$ cat src/rtl/nsa_pkg.sv
// -----------------------------------------------------------------------------
// nsa_pkg
// Shared definitions for the nibble-serial adder:
//   NIBBLE  - width of one serial digit (4 bits)
//   state_t - control states IDLE / RUN / DONE
// -----------------------------------------------------------------------------
package nsa_pkg;

  localparam int NIBBLE = 4;

  typedef enum logic [1:0] {
    IDLE = 2'd0,
    RUN  = 2'd1,
    DONE = 2'd2
  } state_t;

endpackage : nsa_pkg

$ cat src/rtl/cla4.sv
// -----------------------------------------------------------------------------
// cla4
// 4-bit carry-lookahead adder. Every carry is formed directly from the
// generate/propagate terms, so no carry ripples through the sum bits.
// Ports:
//   a, b  (in,  4) - addends
//   cin   (in,  1) - carry-in
//   s     (out, 4) - sum
//   cout  (out, 1) - carry-out
// -----------------------------------------------------------------------------
module cla4
  import nsa_pkg::*;
(
  input  logic [NIBBLE-1:0] a,
  input  logic [NIBBLE-1:0] b,
  input  logic              cin,
  output logic [NIBBLE-1:0] s,
  output logic              cout
);

  logic [NIBBLE-1:0] g;
  logic [NIBBLE-1:0] p;
  logic [NIBBLE:0]   c;

  assign g = a & b;
  assign p = a ^ b;

  assign c[0] = cin;
  assign c[1] = g[0] | (p[0] & cin);
  assign c[2] = g[1] | (p[1] & g[0]) | (p[1] & p[0] & cin);
  assign c[3] = g[2] | (p[2] & g[1]) | (p[2] & p[1] & g[0])
              | (p[2] & p[1] & p[0] & cin);
  assign c[4] = g[3] | (p[3] & g[2]) | (p[3] & p[2] & g[1])
              | (p[3] & p[2] & p[1] & g[0])
              | (p[3] & p[2] & p[1] & p[0] & cin);

  assign s    = p ^ c[NIBBLE-1:0];
  assign cout = c[NIBBLE];

endmodule : cla4

$ cat src/rtl/nibble_serial_adder.sv
// -----------------------------------------------------------------------------
// nibble_serial_adder
// Adds two WIDTH-bit operands plus a carry-in one nibble per clock, least
// significant nibble first, through a single shared cla4. A valid/ready
// handshake on each side; the result is held in DONE until consumed.
//
// Parameter:
//   WIDTH - operand/sum width, a multiple of 4 and at least 4 (default 16)
// Ports:
//   clk        (in)         clock, rising edge
//   rst        (in)         synchronous active-high reset
//   in_valid   (in)         a/b/cin are valid
//   in_ready   (out)        block accepts an operand set (IDLE only)
//   a, b       (in,  WIDTH) addends
//   cin        (in)         carry-in to nibble 0
//   out_valid  (out)        s/cout hold a completed result (DONE only)
//   out_ready  (in)         consumer takes the result
//   s          (out, WIDTH) registered sum
//   cout       (out)        registered carry-out of the top nibble
//   ovf        (out)        registered signed overflow
// Build option:
//   NSA_OVERFLOW_EN - when defined, adds the ovf port and its logic.
//
// Timing: handshake at edge k -> nibbles in cycles k+1..k+WIDTH/4,
// out_valid from cycle k+WIDTH/4+1.
// -----------------------------------------------------------------------------
module nibble_serial_adder
  import nsa_pkg::*;
#(
  parameter int WIDTH = 16
) (
  input  logic             clk,
  input  logic             rst,
  input  logic             in_valid,
  output logic             in_ready,
  input  logic [WIDTH-1:0] a,
  input  logic [WIDTH-1:0] b,
  input  logic             cin,
  output logic             out_valid,
  input  logic             out_ready,
  output logic [WIDTH-1:0] s,
  output logic             cout
`ifdef NSA_OVERFLOW_EN
  ,
  output logic             ovf
`endif
);

  localparam int NIBBLES = WIDTH / NIBBLE;
  // Keep the index at least one bit wide so WIDTH=4 still elaborates.
  localparam int IDX_W = (NIBBLES > 1) ? $clog2(NIBBLES) : 1;
  localparam logic [IDX_W-1:0] LAST_IDX = IDX_W'(NIBBLES - 1);

  state_t state_reg;
  state_t state_next;

  logic [WIDTH-1:0] a_reg;
  logic [WIDTH-1:0] b_reg;
  logic             cin_reg;
  logic             carry_reg;
  logic [IDX_W-1:0] idx_reg;
  logic             cout_reg;
`ifdef NSA_OVERFLOW_EN
  logic             ovf_reg;
`endif

  logic              accept;
  logic              step;
  logic              last;

  logic [NIBBLE-1:0] nib_a [NIBBLES];
  logic [NIBBLE-1:0] nib_b [NIBBLES];
  logic [NIBBLE-1:0] cur_a;
  logic [NIBBLE-1:0] cur_b;
  logic              nib_cin;
  logic [NIBBLE-1:0] nib_sum;
  logic              nib_cout;

  // ---------------------------------------------------------------------------
  // Control FSM
  // ---------------------------------------------------------------------------
  always_ff @(posedge clk) begin
    if (rst) begin
      state_reg <= IDLE;
    end else begin
      state_reg <= state_next;
    end
  end

  always_comb begin
    state_next = state_reg;
    in_ready   = 1'b0;
    out_valid  = 1'b0;
    accept     = 1'b0;
    step       = 1'b0;
    case (state_reg)
      IDLE: begin
        in_ready = 1'b1;
        if (in_valid) begin
          accept     = 1'b1;
          state_next = RUN;
        end
      end
      RUN: begin
        step = 1'b1;
        if (last) begin
          state_next = DONE;
        end
      end
      DONE: begin
        // in_ready stays low here, so a new set is only taken one cycle
        // after the result handshake.
        out_valid = 1'b1;
        if (out_ready) begin
          state_next = IDLE;
        end
      end
      default: begin
        state_next = IDLE;
      end
    endcase
  end

  // ---------------------------------------------------------------------------
  // Nibble select and the shared adder
  // ---------------------------------------------------------------------------
  genvar gi;
  generate
    for (gi = 0; gi < NIBBLES; gi++) begin : g_split
      assign nib_a[gi] = a_reg[gi*NIBBLE +: NIBBLE];
      assign nib_b[gi] = b_reg[gi*NIBBLE +: NIBBLE];
    end
  endgenerate

  assign last    = (idx_reg == LAST_IDX);
  assign cur_a   = nib_a[idx_reg];
  assign cur_b   = nib_b[idx_reg];
  // Nibble 0 takes the operand carry-in; later nibbles chain the stored carry.
  assign nib_cin = (idx_reg == '0) ? cin_reg : carry_reg;

  cla4 u_cla4 (
    .a    (cur_a),
    .b    (cur_b),
    .cin  (nib_cin),
    .s    (nib_sum),
    .cout (nib_cout)
  );

  // ---------------------------------------------------------------------------
  // Operand latch, carry chain, index and final flags
  // ---------------------------------------------------------------------------
  always_ff @(posedge clk) begin
    if (rst) begin
      a_reg     <= '0;
      b_reg     <= '0;
      cin_reg   <= 1'b0;
      carry_reg <= 1'b0;
      idx_reg   <= '0;
      cout_reg  <= 1'b0;
    end else begin
      if (accept) begin
        a_reg   <= a;
        b_reg   <= b;
        cin_reg <= cin;
        idx_reg <= '0;
      end
      if (step) begin
        carry_reg <= nib_cout;
        // Hold on the last nibble rather than wrapping back to 0.
        if (!last) begin
          idx_reg <= idx_reg + IDX_W'(1);
        end
        if (last) begin
          cout_reg <= nib_cout;
        end
      end
    end
  end

`ifdef NSA_OVERFLOW_EN
  // Signed overflow: like-signed operands producing a sum of the other sign.
  // The sum's sign bit is nib_sum[3] while the top nibble is being added.
  always_ff @(posedge clk) begin
    if (rst) begin
      ovf_reg <= 1'b0;
    end else if (step && last) begin
      ovf_reg <= (a_reg[WIDTH-1] == b_reg[WIDTH-1]) &&
                 (nib_sum[NIBBLE-1] != a_reg[WIDTH-1]);
    end
  end

  assign ovf = ovf_reg;
`endif

  // ---------------------------------------------------------------------------
  // Sum register, one 4-bit slice per nibble position
  // ---------------------------------------------------------------------------
  generate
    for (gi = 0; gi < NIBBLES; gi++) begin : g_sum
      logic [NIBBLE-1:0] sum_reg;

      always_ff @(posedge clk) begin
        if (rst) begin
          sum_reg <= '0;
        end else if (step && (idx_reg == IDX_W'(gi))) begin
          sum_reg <= nib_sum;
        end
      end

      assign s[gi*NIBBLE +: NIBBLE] = sum_reg;
    end
  endgenerate

  assign cout = cout_reg;

endmodule : nibble_serial_adder
$ cat config.mk
export PLATFORM = sky130hd
export DESIGN_NAME = nibble_serial_adder
export DESIGN_NICKNAME = d
export VERILOG_FILES = /design/src/rtl/nsa_pkg.sv /design/src/rtl/cla4.sv /design/src/rtl/nibble_serial_adder.sv
export SDC_FILE = /design/constraint.sdc
export NUM_CORES = 1
export LEC_CHECK = 0
export ABC_AREA = 1
export BUFFER_PORTS_ARGS = -buffer_cell sky130_fd_sc_hd__buf_4
export CORE_MARGIN = 2
export CORE_UTILIZATION = 53
export DETAILED_ROUTE_END_ITERATION = 8
export GPL_TIMING_DRIVEN = 0
export PLACE_DENSITY = 0.78
export SYNTH_ARGS = -nofsm -noshare
export SYNTH_HDL_FRONTEND = slang
export SYNTH_SLANG_ARGS = --single-unit
$ cat constraint.sdc
create_clock -name clk -period 2.7 [get_ports clk]
set_input_delay 0.27 -clock clk [delete_from_list [all_inputs] [get_ports clk]]
set_output_delay 0.27 -clock clk [all_outputs]
set_load 0.005 [all_outputs]
# == Word level (Yosys, flattened, before mapping) ==
# Index checks and enable logic that the tools add are counted.
# totals
regBits,55
out_inout_bits,19
in_bits,37
# op_classes
n_bitwise,30
n_mux,19
addsub,1
order_cmp,1
reduce_logical,8
eq_ne,8
# ops
cell,n
bitwise AND 1 bit,16
binary-select mux 4 bit (select 2 bit),2
2-to-1 mux 4 bit,4
2-to-1 mux 2 bit,6
OR 1 bit,10
bitwise XOR 4 bit,2
== test 2 bit (second input constant),3
2-to-1 mux 1 bit,6
!= test 2 bit (second input constant),3
one-hot mux 2 bit (3 select lines),1
bitwise AND 4 bit,1
== test 2 x 1 -> 1 bit (second input constant),2
logical AND 1 bit,4
logical NOT 2 bit,2
>= comparator 3 bit (second input constant),1
inverter 2 -> 3 bit,1
AND reduction 3 bit,1
adder 2 x 1 -> 2 bit (second input constant),1
AND reduction 2 bit,1

# == Depth between registers and ports, before layout ==
# logic_depth
depth_word,10
ltp_mapped,14

# == By module ==
# From an unflattened synthesis, not the netlist that was laid out.
# hier_totals
cells_unflattened,333
hier_area_um2,2507.4
# by_module_without_submodules
module,n_inst,area_per_inst_um2,cells_each,seq_area_each_um2
nibble_serial_adder,1,2318.5,302,1101.1
cla4,1,188.9,31,0.0

# == Least setup slack after synthesis ==
# Ideal clock, no wire load.
# synth_path
path_type,flip-flop to flip-flop
startpoint,register idx_reg[0]
endpoint,register g_sum[1].sum_reg[1]
path_slack_ps,626
stages_incl_launch_ff,13
t_arrival_ps,2004
setup_time_ps,70
path_cell_list,dfxtp_1 > buf_2 > inv_2 > buf_2 > ha_1 > inv_2 > nand2_1 > nand2_1 > inv_1 > fa_1 > xnor2_1 > nand2_1 > a21oi_1
# synth_between
elab_chain_cells,8
elab_cells_between_ends,16
classes_between,1 x eq/ne; 7 x mux; 6 x bitwise; 2 x reduce/logical
# synth_rtl
item,line_no,text
"start, declared",nibble_serial_adder.sv:61,logic [IDX_W-1:0] idx_reg;
"start signal, assigned",nibble_serial_adder.sv:171,idx_reg <= idx_reg + IDX_W'(1);
inverter 2 -> 3 bit (implied by the code),"nibble_serial_adder.sv:136, nibble_serial_adder.sv:137",
"binary-select mux 4 bit (select 2 bit), on equally long branches","nibble_serial_adder.sv:136, nibble_serial_adder.sv:137",
"2-to-1 mux 4 bit, on equally long branches (2 in series)","nibble_serial_adder.sv:136, nibble_serial_adder.sv:137",
bitwise XOR 4 bit,cla4.sv:26,assign p = a ^ b;
bitwise AND 1 bit,cla4.sv:29,assign c[1] = g[0] | (p[0] & cin);
OR 1 bit,cla4.sv:29,
bitwise XOR 4 bit,cla4.sv:37,assign s = p ^ c[NIBBLE-1:0];
"end signal, assigned",nibble_serial_adder.sv:206,sum_reg <= nib_sum;
"end, declared",nibble_serial_adder.sv:200,logic [NIBBLE-1:0] sum_reg;
# Parallel ways exist; a longest one is shown, timed or not. The select of a mux whose other input is x is not followed.
# A chain may end at the register's enable or synchronous reset.

# == Final worst setup path ==
# Ends and elaborated chain as after synthesis.

==> metrics <==
CP bufs+invs 5; Clk Latency, worst-skew pair 0.31 ns; initial antenna violation count 0; Layout Utilization 0.692; cell accounting for the most synthesized area dfxtp_1; top cells by area, synth dfxtp_1, nor2_1, o21ai_0; Die ar. 5240 um2; main combinational cell family by area after synthesis simple AND/OR/NAND/NOR gates; ANT nets after route 0; first-pass GRT wire length around 9600 um; YS warnings 0; Crit path arrival time 2.67 ns; post-synthesis mux area share 0; VDD IR-drop max 0.000382 V; most common library cells after synthesis nor2_1, dfxtp_1, o21ai_0, nand2_1, inv_1; clock slew at reported path FFs about 0.090 ns; FILL cells between 400 and 500; setup violators final 0; DP Worst Slack about 0.25 ns; CTS sink cnt 55; initial drt markers 138; Final Hold Fails 0; Pwr Total 1.94 mW; CTS max path bufs 2; WL/cell 12.4 um; Row Count 24; Top FF cell, synth dfxtp_1; Crit path depth 12; Mapped Cells 340; xor/xnor share of the synthesized area 0.00354; ys async rst share 0; syn_nets 386; Compound-Gate Fraction of Synth Area 0.184; gr ovfl total 0; Vias 2,324; Post-Synth Adder-Cell Area 0.0485; pin count of the biggest net entering global routing 16; simple logic cell fraction of the synthesized area 0.239; Setup crit end kind flip-flop; Synth top area share 0.444; Slew @ Worst Pin 0.377 ns; RSZ-0062 raised after global routing no; synthesized flop and latch total 55; Max Slew Vio Count 0; crit-path cells buf_2 > inv_2 > buf_2 > ha_1 > inv_2 > nand2_1 > nand2_1 > inv_1 > fa_1 > xnor2_2 > nand2_1 > a21oi_1; Placed Area roughly 3000 um2; Initial Util 0.561; router iterations before antenna repair 4; Distinct cells, synth 24; Cell Area, Synth 2480 um2; most frequent cell after synthesis nor2_1; CP Class flip-flop to flip-flop; n_diodes 0; hpwl dp 4220 um; Core Area 4410 um2; vias in the first global route between 2,000 and 2,500; CP max stage cell fa_1; most frequent CP cell nand2_1; design area around 3100 um2; crit-path leading delay family buffers and inverters; outcome finished clean; relative slew slack 0.749; Syn Area/Cell 7.29 um2; global placement routability congestion 0.831; Worst Skew 0.00722 ns; layout cells sized above 1 0.224; Seq/Total Area, Yosys 0.444; DRC 0; Tot GR Track Use 0.233; Hold Path Stages 3; Crit Path Max Fanout 11; CTS tree yes; clock root buffer clkbuf_8; Fmax 0.413 GHz; Worst EP required 2.95 ns; Post-CTS Repair Setup Buffers 0; final wirelength 5650 um; total CTS buffers 5; leakage 1.47 nW; EDFF count, synth 0; DR vias/cell 5.12; Tmin final 2.42 ns; worst hold path type primary input to flip-flop; MaxCap Viol Count 0; Die H 72.4 um; # nets final 447; setup TNS 0 ns; Port-buffer cells 54; fin crit share 0.897; CP startpoint kind flip-flop; DIE WIDTH 72.4 um; # IOs 56; final setup margin between 0.2 and 0.3 ns; Crit path largest cell delay about 0.41 ns; area grow syn2layout 23.3%; Pwr Density around 630 nW/um2; H-tree Lvls 2; hold_buf cts 0; R2R depth 12
layout make-up:
| class | count | area, um2 | area share |
|---|---|---|---|
| multi-input cells | 239 | 1180 | 0.387 |
| flip-flops and latches | 55 | 1100 | 0.360 |
| repair buffers | 54 | 405 | 0.133 |
| inverters | 30 | 113 | 0.0369 |
| clock buffers | 8 | 100 | 0.0328 |
| plain buffers | 16 | 87.6 | 0.0287 |
| well taps | 52 | 65.1 | 0.0213 |
power breakdown:
group,total [mW],switching (mW),internal (mW)
registers,0.937,0.0447,0.892
logic,0.507,0.292,0.216
clock network,0.494,0.260,0.235
total,1.94,0.596,1.34
metrics by stage:
step / hold WS (ns) / std cells
floorplan: 0.417 / 340
global placement: 0.458 / 446
detailed placement: 0.461 / 446
CTS: 0.198 / 454
global route: 0.198 / 454
finish: 0.199 / 454
placed cells by master, fill, tap and decap left out:
cell	n
nand2_2	2
o21ai_1	9
clkbuf_8	7
dfxtp_1	55
nor2_1	87
nand2_1	39
clkbuf_2	1
nor2_2	2
or2_0	1
o22ai_1	6
buf_4	58
a32oi_1	2
inv_2	8
ha_1	8
a211oi_1	1
nand3_1	13
o21ai_0	42
xnor2_2	1
nor2_4	2
a21oi_1	14
o21a_1	9
fa_1	1
buf_2	9
clkbuf_1	3
inv_1	22
path summary, 6_finish.rpt:
kind | startpoint | to | slack (ns)
max | idx_reg[0] | g_sum[1].sum_reg[1] | 0.28
min reg2reg | g_sum[1].sum_reg[1] | g_sum[1].sum_reg[1] | 0.48
min | b[3] | b_reg[3] | 0.20
max reg2reg | idx_reg[0] | g_sum[1].sum_reg[1] | 0.28
logic make-up (layout without fill, tap and decap cells):
group | count (synthesis) | after routing
XOR/XNOR | 1 | 1
AO/OA/AOI/OAI | 83 | 83
buffers and inverters | 46 | 108
AND/OR/NAND/NOR | 146 | 146
flip-flops | 55 | 55
adder cells (fa/ha/maj) | 9 | 9
worst reg2reg max path: stages, from the launching register on:
cell and delay, ns:
dfxtp_1 0.37, buf_2 0.24, inv_2 0.12, buf_2 0.22, ha_1 0.24, inv_2 0.07, nand2_1 0.04, nand2_1 0.11
inv_1 0.07, fa_1 0.41, xnor2_2 0.27, nand2_1 0.09, a21oi_1 0.12
per-layer routing:
layer,vias up,track usage,wire length [um]
met4,0,0.0802,84
met3,10,0.0472,350
met2,61,0.382,2700
met5,-,0,0
met1,1033,0.307,2510
li1,1220,-,-
timing repair:
item / in CTS / in global routing
setup endpoints to repair: 0 / 1
resized for setup: 0 / 1
endpoints found under the hold margin: 0 / 0
Note: power is estimated with default switching activity, not from simulation.
